==> src/rtl/riscv_loader_pkg.sv <==
// Shared types and helpers for the UART memory loaders.
// The CKSUM state is defined here but is only entered when RISCV_IMEM_LOADER_CKSUM_EN is set.
package riscv_loader_pkg;

  typedef enum logic [2:0] {
    IDLE,
    LEN0,
    LEN1,
    DATA,
    CKSUM,
    DONE,
    ERR
  } state_e;

  localparam int LEN_BYTES  = 2;
  localparam int WORD_BYTES = 4;

  // A length equal to the full RAM size is legal; anything larger is not.
  function automatic logic len_too_big(input logic [15:0] len, input int addr_w);
    return 32'(len) > (32'd1 << addr_w);
  endfunction

endpackage

==> src/rtl/riscv_loader_timeout.sv <==
// Inter-byte idle watchdog. It pulses expire_o for one cycle after TIMEOUT_CYC
// consecutive enabled cycles without a clear.
module riscv_loader_timeout #(
  parameter int TIMEOUT_CYC = 1000000,
  parameter int TO_W        = 20
) (
  input  logic clk,
  input  logic rst,
  input  logic en,
  input  logic clr,
  output logic expire_o
);

  logic [TO_W-1:0] cnt_q;

  assign expire_o = en && !clr && (cnt_q == TO_W'(TIMEOUT_CYC - 1));

  always_ff @(posedge clk or negedge rst) begin
    if (!rst) begin
      cnt_q <= '0;
    end else if (!en || clr || expire_o) begin
      cnt_q <= '0;
    end else begin
      cnt_q <= cnt_q + TO_W'(1);
    end
  end

endmodule

==> src/rtl/riscv_imem_loader.sv <==
// UART programmer for the instruction RAM: frames length + little-endian words and
// drives the upg_* write port. Optional trailer checksum: RISCV_IMEM_LOADER_CKSUM_EN.
module riscv_imem_loader
  import riscv_loader_pkg::*;
#(
  parameter int ADDR_W      = 14,
  parameter int TIMEOUT_CYC = 1000000,
  parameter int TO_W        = 20
) (
  input  logic              clk,
  input  logic              rst,
  input  logic              load_req,
  input  logic              rx_valid,
  input  logic [7:0]        rx_data,
  output logic              upg_wen_o,
  output logic [ADDR_W-1:0] upg_adr_o,
  output logic [31:0]       upg_dat_o,
  output logic              upg_done_o,
  output logic              cpu_hold_o,
  output logic              busy_o,
  output logic              err_o
);

  state_e            state_q;
  logic [15:0]       len_q;
  logic [ADDR_W-1:0] word_idx_q;
  logic [1:0]        byte_idx_q;
  logic [23:0]       word_buf_q;
  logic              fin_q;
`ifdef RISCV_IMEM_LOADER_CKSUM_EN
  logic [7:0]        sum_q;
`endif

  logic load_go;
  logic last_word;
  logic to_en;
  logic to_expire;

  assign load_go   = load_req && (state_q inside {IDLE, DONE, ERR});
  assign last_word = (32'(word_idx_q) + 32'd1) == 32'(len_q);
  assign to_en     = (state_q inside {LEN0, LEN1, DATA, CKSUM}) && !fin_q;

  riscv_loader_timeout #(
    .TIMEOUT_CYC (TIMEOUT_CYC),
    .TO_W        (TO_W)
  ) u_timeout (
    .clk      (clk),
    .rst      (rst),
    .en       (to_en),
    .clr      (rx_valid),
    .expire_o (to_expire)
  );

  always_ff @(posedge clk or negedge rst) begin
    if (!rst) begin
      state_q    <= IDLE;
      len_q      <= '0;
      word_idx_q <= '0;
      byte_idx_q <= '0;
      word_buf_q <= '0;
      fin_q      <= 1'b0;
      upg_wen_o  <= 1'b0;
      upg_adr_o  <= '0;
      upg_dat_o  <= '0;
      upg_done_o <= 1'b1;
      cpu_hold_o <= 1'b0;
      busy_o     <= 1'b0;
      err_o      <= 1'b0;
`ifdef RISCV_IMEM_LOADER_CKSUM_EN
      sum_q      <= '0;
`endif
    end else begin
      upg_wen_o <= 1'b0;
      if (load_go) begin
        state_q    <= LEN0;
        word_idx_q <= '0;
        byte_idx_q <= '0;
        fin_q      <= 1'b0;
        upg_done_o <= 1'b0;
        cpu_hold_o <= 1'b1;
        busy_o     <= 1'b1;
        err_o      <= 1'b0;
`ifdef RISCV_IMEM_LOADER_CKSUM_EN
        sum_q      <= '0;
`endif
      end else if (to_expire) begin
        state_q <= ERR;
        busy_o  <= 1'b0;
        err_o   <= 1'b1;
      end else begin
        case (state_q)
          LEN0: if (rx_valid) begin
            len_q[7:0] <= rx_data;
            state_q    <= LEN1;
          end
          LEN1: if (rx_valid) begin
            len_q[15:8] <= rx_data;
            if ({rx_data, len_q[7:0]} == 16'd0) begin
`ifdef RISCV_IMEM_LOADER_CKSUM_EN
              state_q <= CKSUM;
`else
              state_q    <= DONE;
              upg_done_o <= 1'b1;
              cpu_hold_o <= 1'b0;
              busy_o     <= 1'b0;
`endif
            end else if (len_too_big({rx_data, len_q[7:0]}, ADDR_W)) begin
              state_q <= ERR;
              busy_o  <= 1'b0;
              err_o   <= 1'b1;
            end else begin
              state_q <= DATA;
            end
          end
          DATA: begin
            // Release fetch one cycle after the final strobe so the last write
            // lands while the CPU is still held.
            if (fin_q) begin
              fin_q      <= 1'b0;
              state_q    <= DONE;
              upg_done_o <= 1'b1;
              cpu_hold_o <= 1'b0;
              busy_o     <= 1'b0;
            end else if (rx_valid) begin
`ifdef RISCV_IMEM_LOADER_CKSUM_EN
              sum_q <= sum_q + rx_data;
`endif
              byte_idx_q <= byte_idx_q + 2'd1;
              case (byte_idx_q)
                2'd0: word_buf_q[7:0]   <= rx_data;
                2'd1: word_buf_q[15:8]  <= rx_data;
                2'd2: word_buf_q[23:16] <= rx_data;
                default: begin
                  upg_wen_o  <= 1'b1;
                  upg_adr_o  <= word_idx_q;
                  upg_dat_o  <= {rx_data, word_buf_q};
                  word_idx_q <= word_idx_q + ADDR_W'(1);
                  if (last_word) begin
`ifdef RISCV_IMEM_LOADER_CKSUM_EN
                    state_q <= CKSUM;
`else
                    fin_q <= 1'b1;
`endif
                  end
                end
              endcase
            end
          end
`ifdef RISCV_IMEM_LOADER_CKSUM_EN
          CKSUM: if (rx_valid) begin
            if (rx_data == sum_q) begin
              state_q    <= DONE;
              upg_done_o <= 1'b1;
              cpu_hold_o <= 1'b0;
              busy_o     <= 1'b0;
            end else begin
              state_q <= ERR;
              busy_o  <= 1'b0;
              err_o   <= 1'b1;
            end
          end
`endif
          default: ;
        endcase
      end
    end
  end

endmodule

==> config.mk <==
export PLATFORM = sky130hd
export DESIGN_NAME = riscv_imem_loader
export DESIGN_NICKNAME = d
export VERILOG_FILES = /design/src/rtl/riscv_loader_pkg.sv /design/src/rtl/riscv_loader_timeout.sv /design/src/rtl/riscv_imem_loader.sv
export SDC_FILE = /design/constraint.sdc
export NUM_CORES = 1
export LEC_CHECK = 0
export CORE_UTILIZATION = 50
export DETAILED_ROUTE_END_ITERATION = 10
export DONT_BUFFER_PORTS = 1
export HOLD_SLACK_MARGIN = 0.08
export PLACE_DENSITY = 0.65
export SLEW_MARGIN = 20
export SYNTH_ARGS = -nofsm -noshare
export SYNTH_HDL_FRONTEND = slang
export SYNTH_HIERARCHICAL = 1
export SYNTH_SLANG_ARGS = --single-unit
==> constraint.sdc <==
create_clock -name clk -period 3.7 [get_ports clk]
set_input_delay 0.74 -clock clk [delete_from_list [all_inputs] [get_ports clk]]
set_output_delay 0.74 -clock clk [all_outputs]
set_load 0.01 [all_outputs]
==> metrics.txt <==
outcome=finished clean; register area share after synthesis=53.36%; CTS tree=built; gr usage total=21.71%; Worst Hold Class=primary input to async pin; Max clock buf depth=2; vias in the first global route=4313; fraction of layout cells with a size suffix above 1=15.73%; Final Hold Vio Count=0; clock skew=0.006796 ns; vias=4412; Worst VDD drop=0.3510 mV; drt wl/cell=16.56 µm; # IOs=63; nets=628; Detail Placement HPWL=8162 µm; Layout area overhead=10.50%; Slew Limit Headroom=47.02%; first-pass GRT wire length=21380 µm; Reg2Reg Setup Slack=0.70 ns; clk sinks=131; max-cap violations=0; root buf cell=clkbuf_16; placed instance area=6212 µm²; cell area after synthesis=6146 µm²; htree depth=4; worst-margin pin slew=0.7947 ns; Port-buffer cells=0; antenna fix cells=0; Sum Neg Setup Slack=0 ns; Final Cell Area=6792 µm²; Cells after Synth=618; worst stage delay on the critical path=0.53 ns; Final WS setup=0.7010 ns; Core ar.=12010 µm²; max-slew violations=0; final worst-path cycle share=81.05%; PD cells=679.5 nW/µm²; antenna violations before repair=0; Worst-Skew Late Latency=0.42 ns; RSZ-0062 raised after global routing=no; syn_area_per_cell=9.945 µm²; DP Cell Count=738; Crit-path slowest cell=buf_4; Die H=112.9 µm; syn nets=636; post-synthesis cell type count=64; # DRC=0; non-filler cells, final=770; Cell Chain, Critical Path=or2_2, xnor2_1, nor2_1, nand2b_1, nor4_1, buf_4, and3b_1, nand2_2, buf_4, a21oi_1, o21ai_0, o21ai_0; Worst EP arrival=3.29 ns; synth top area cells=dfrtp_1, nand2_1, mux2_2, o21ai_0, xor2_1; Req. time, crit path=3.99 ns; Post-Place Worst Slack=0.7085 ns; endpoints failing setup=0; Pleak=3.172 nW; Post-CTS Resized=0; post-synth top area cell=dfrtp_1; post-CTS setup buffer count=0; initial DRC count=321; share of flip-flops with an asynchronous set or reset=100.0%; die width=112.9 µm; Worst-path clk slew=0.06 ns; Routed Wire Length=12750 µm; Initial Util=51.17%; Placer Congestion=0.8748; fmax=333.4 MHz; pin count of the biggest net entering global routing=132; DRT antenna net count=0; yosys warns=6; Synth top area share=52.93%; Die ar.=12740 µm²; drt first pass iters=4; dominant synthesized flop cell=dfrtp_1; post-synthesis register bit count=131; number of synthesized flops with an enable pin=0; Crit Path Max Fanout=62; min Tclk post-route=2.999 ns; critical path class=flop to flop; Rows=40; DR vias/cell=5.730; grt ovf=0; clock buffer count from CTS=17; nature of the critical path startpoint=flop; Worst setup EP type=flop
==> worst max-delay path: cells and delay by family, from the launching register on <==
family,cells,cell delay [ns]
XOR/XNOR,1,0.13
flip-flops,1,0.52
AO/OA/AOI/OAI,3,0.35
AND/OR/NAND/NOR,6,1.12
buffers and inverters,2,0.73
==> sequential cells by signal, indices dropped and copies added (netlist names), 2 cells and up <==
register,cells
state_q,3
upg_dat_o,32
word_buf_q,24
len_q,16
word_idx_q,14
upg_adr_o,14
u_timeout/cnt_q,20
byte_idx_q,2
==> worst paths after layout <==
path,start,cells past startpoint,endpoint
max in group asynchronous,rst,0,upg_done_o
worst max register to register,state_q[0],12,word_idx_q[9]
worst max-delay path,state_q[0],12,word_idx_q[9]
worst min register to register,word_buf_q[7],2,upg_dat_o[7]
min in group clk,rx_data[2],2,upg_dat_o[26]
worst min-delay path,rst,0,upg_adr_o[10]
==> area by class of cell <==
| cell class | instances | area, µm² |
|---|---|---|
| fillers | 1048 | 5220 |
| flip-flops and latches | 131 | 3279 |
| clock buffers | 19 | 452.9 |
| inverters | 13 | 48.80 |
| multi-input cells | 442 | 2663 |
| repair buffers | 5 | 37.54 |
| well taps | 147 | 183.9 |
| clock inverters | 13 | 126.4 |
==> stage by stage <==
step | hold slack (ns) | total power, W | utilization [%]
floorplan | 0.4331 | 0.002807 | -
global placement | 0.4425 | 0.002976 | 51.72
detailed placement | 0.4484 | 0.003018 | 51.72
CTS | -0.008056 | 0.004656 | 56.54
global route | -0.003658 | 0.004857 | 56.54
finish | 0.01103 | 0.004615 | 56.54
==> cells in the final DEF, fill, tap and decap left out, drive strengths merged, types with 8 or more instances in the layout <==
master  instances
nand2         165
dfrtp         130
mux2           41
o21ai          34
nor2           33
clkbuf         19
xor2           16
nand3          16
inv            16
xnor2          15
a21oi          15
nor4            9
nand4           9
o31ai           9
clkinv          8
==> cell families (layout without fill, tap and decap cells) <==
family | count (synthesis) | after routing | synth area share [%]
muxes | 43 | 43 | 7.838
buffers and inverters | 45 | 50 | 3.318
DFF | 131 | 131 | 53.36
xor gates and xnor gates | 31 | 31 | 4.418
and+or+nand+nor | 281 | 281 | 21.30
adders and majority gates | 6 | 6 | 1.221
AOI/OAI and AO/OA | 81 | 81 | 8.550
==> routing by layer <==
layer / GRT usage [%] / vias to the layer above / part of all wire [%]
li1: - / 2104 / -
met1: 27.69 / 2163 / 45
met2: 34.81 / 115 / 48
met3: 5.731 / 30 / 4.8
met4: 10.09 / 0 / 2.1
met5: 0 / - / 0
==> cells in the mapped netlist, types with 8 or more instances <==
cell / count
mux2_2: 41
nor4_1: 9
inv_1: 13
xnor2_1: 15
clkbuf_1: 15
nand3_1: 14
dfrtp_1: 130
nand4_1: 8
nand2_1: 164
xor2_1: 16
buf_1: 8
o21ai_0: 34
a21oi_1: 15
nor2_1: 33
==> report_power, final <==
part | leakage, nW | total [W] | internal (W) | switching, W
sequential | 1.74 | 0.00215 | 0.00179 | 0.000359
combinational | 1.15 | 0.000848 | 0.000445 | 0.000403
clock | 0.284 | 0.00161 | 0.000968 | 0.000647
total | 3.17 | 0.00462 | 0.00321 | 0.00141
Note: power is estimated with default switching activity, not from simulation.
==> variant, RTL diff (same settings) <==
One comparison of `cnt_q` changes from == to >=.
--- a/src/rtl/riscv_loader_timeout.sv
+++ b/src/rtl/riscv_loader_timeout.sv
@@ -14,5 +14,5 @@
   logic [TO_W-1:0] cnt_q;
 
-  assign expire_o = en && !clr && (cnt_q == TO_W'(TIMEOUT_CYC - 1));
+  assign expire_o = en && !clr && (cnt_q >= TO_W'(TIMEOUT_CYC - 1));
 
   always_ff @(posedge clk or negedge rst) begin
Formal check against the unedited RTL: same outputs for any inputs over 4 cycles, from zero or initial values and one cycle with rst low; that may be too few to reach the edited logic, so the function may still have changed.
==> variant against the unedited design <==
  * Clock power grew 4%
  * Final cell count increased by 2.9%
  * Die area is 1.8% higher
  * Worst setup slack worse by 0.13 ns
  * Critical endpoint is now word_buf_q[17]
  * Routed wire length grew 4.2%
  * Power grew 0.91%
  * First-iteration DRC count is 0.31% higher
  * Clock skew rose by 0.00057 ns
  * Area after synthesis up 1.8%
  * Final area rose by 2.2%
  * Sequential cell count is the same
  * Synthesized cell count grew 0.97%
==> variant: results <==
[critical_path]
critPathMaxFanout = 9
r2r_start = "u_timeout/cnt_q[11]"
critPathCapture = "word_buf_q[17]"
cp_slowest_cell = "or4_1"

[layout]
fin_cells = 792
fin_util = 0.573
fin_nets = 630
n_all_buffers = 6
clock_area_frac = 0.0862
multi_input_gates = 443
clock_buffers = 23
multiInputGateArea_um2 = 2760
buffer_area_frac = 0.00649
layout-drive-gt1-share = 0.157
nFillCells = 1070

[global_routing]
grt_pass1_wl_um = 22000
grt.total_usage = 0.220

[yosys]
syn_nets = 642
synth_area_leaders = "dfrtp_1, nand2_1, mux2_2, o21ai_0, xor2_1"
avgSynthCellArea_um2 = 10.0
synth_common_cells = "nand2_1, dfrtp_1, mux2_2"
yosysUniqueCellTypes = 67

[placed_design]
place_congestion = 0.853
dp_cells = 761
placed_cell_area_um2 = 6340
dpl.hpwl_um = 8560

[drt]
drt-initial-drc-count = 322
finalWirelength_um = 13300
routed_via_density = 5.71

[sta]
tightest_slew_ns = 0.912
holdWs_ns = 0.0190

[floorplan]
dieArea_um2 = 13000

[pwr]
max-vdd-ir-drop_mv = 0.353
leakagePower_nw = 3.18

[run_status]
status = "finished clean"
variant: changes by cell type after synthesis, sizes merged, moves of 3 or more:
cell	delta
nor2	-14
or3	-3
nand4	+5
a211oi	+17
o31ai	-3
xor2	+3
a221oi	+4
clkbuf	+5
a21oi	-6
variant: power by group through the flow:
stage,registers (mW),logic [mW],clock network [mW]
after global routing,2.20,0.939,1.75
after detailed placement,2.17,0.842,0
after floorplan,2.05,0.751,0
after global placement,2.16,0.805,0
after CTS,2.16,0.841,1.70
final,2.16,0.833,1.67
variant: logic make-up after synthesis:
group,count (synthesis),synth area share
xor+xnor,33,0.0462
buf+inv,50,0.0360
compound gates,95,0.104
fa+ha+maj,6,0.0120
mux,43,0.0770
simple gates,266,0.200
flops,131,0.524
variant: metal layers:
layer	GRT usage	up-vias	wire length, um
li1	-	2150	-
met1	0.275	2201	5880
met2	0.348	144	6190
met5	0	-	0
met3	0.0643	26	830
met4	0.110	0	371
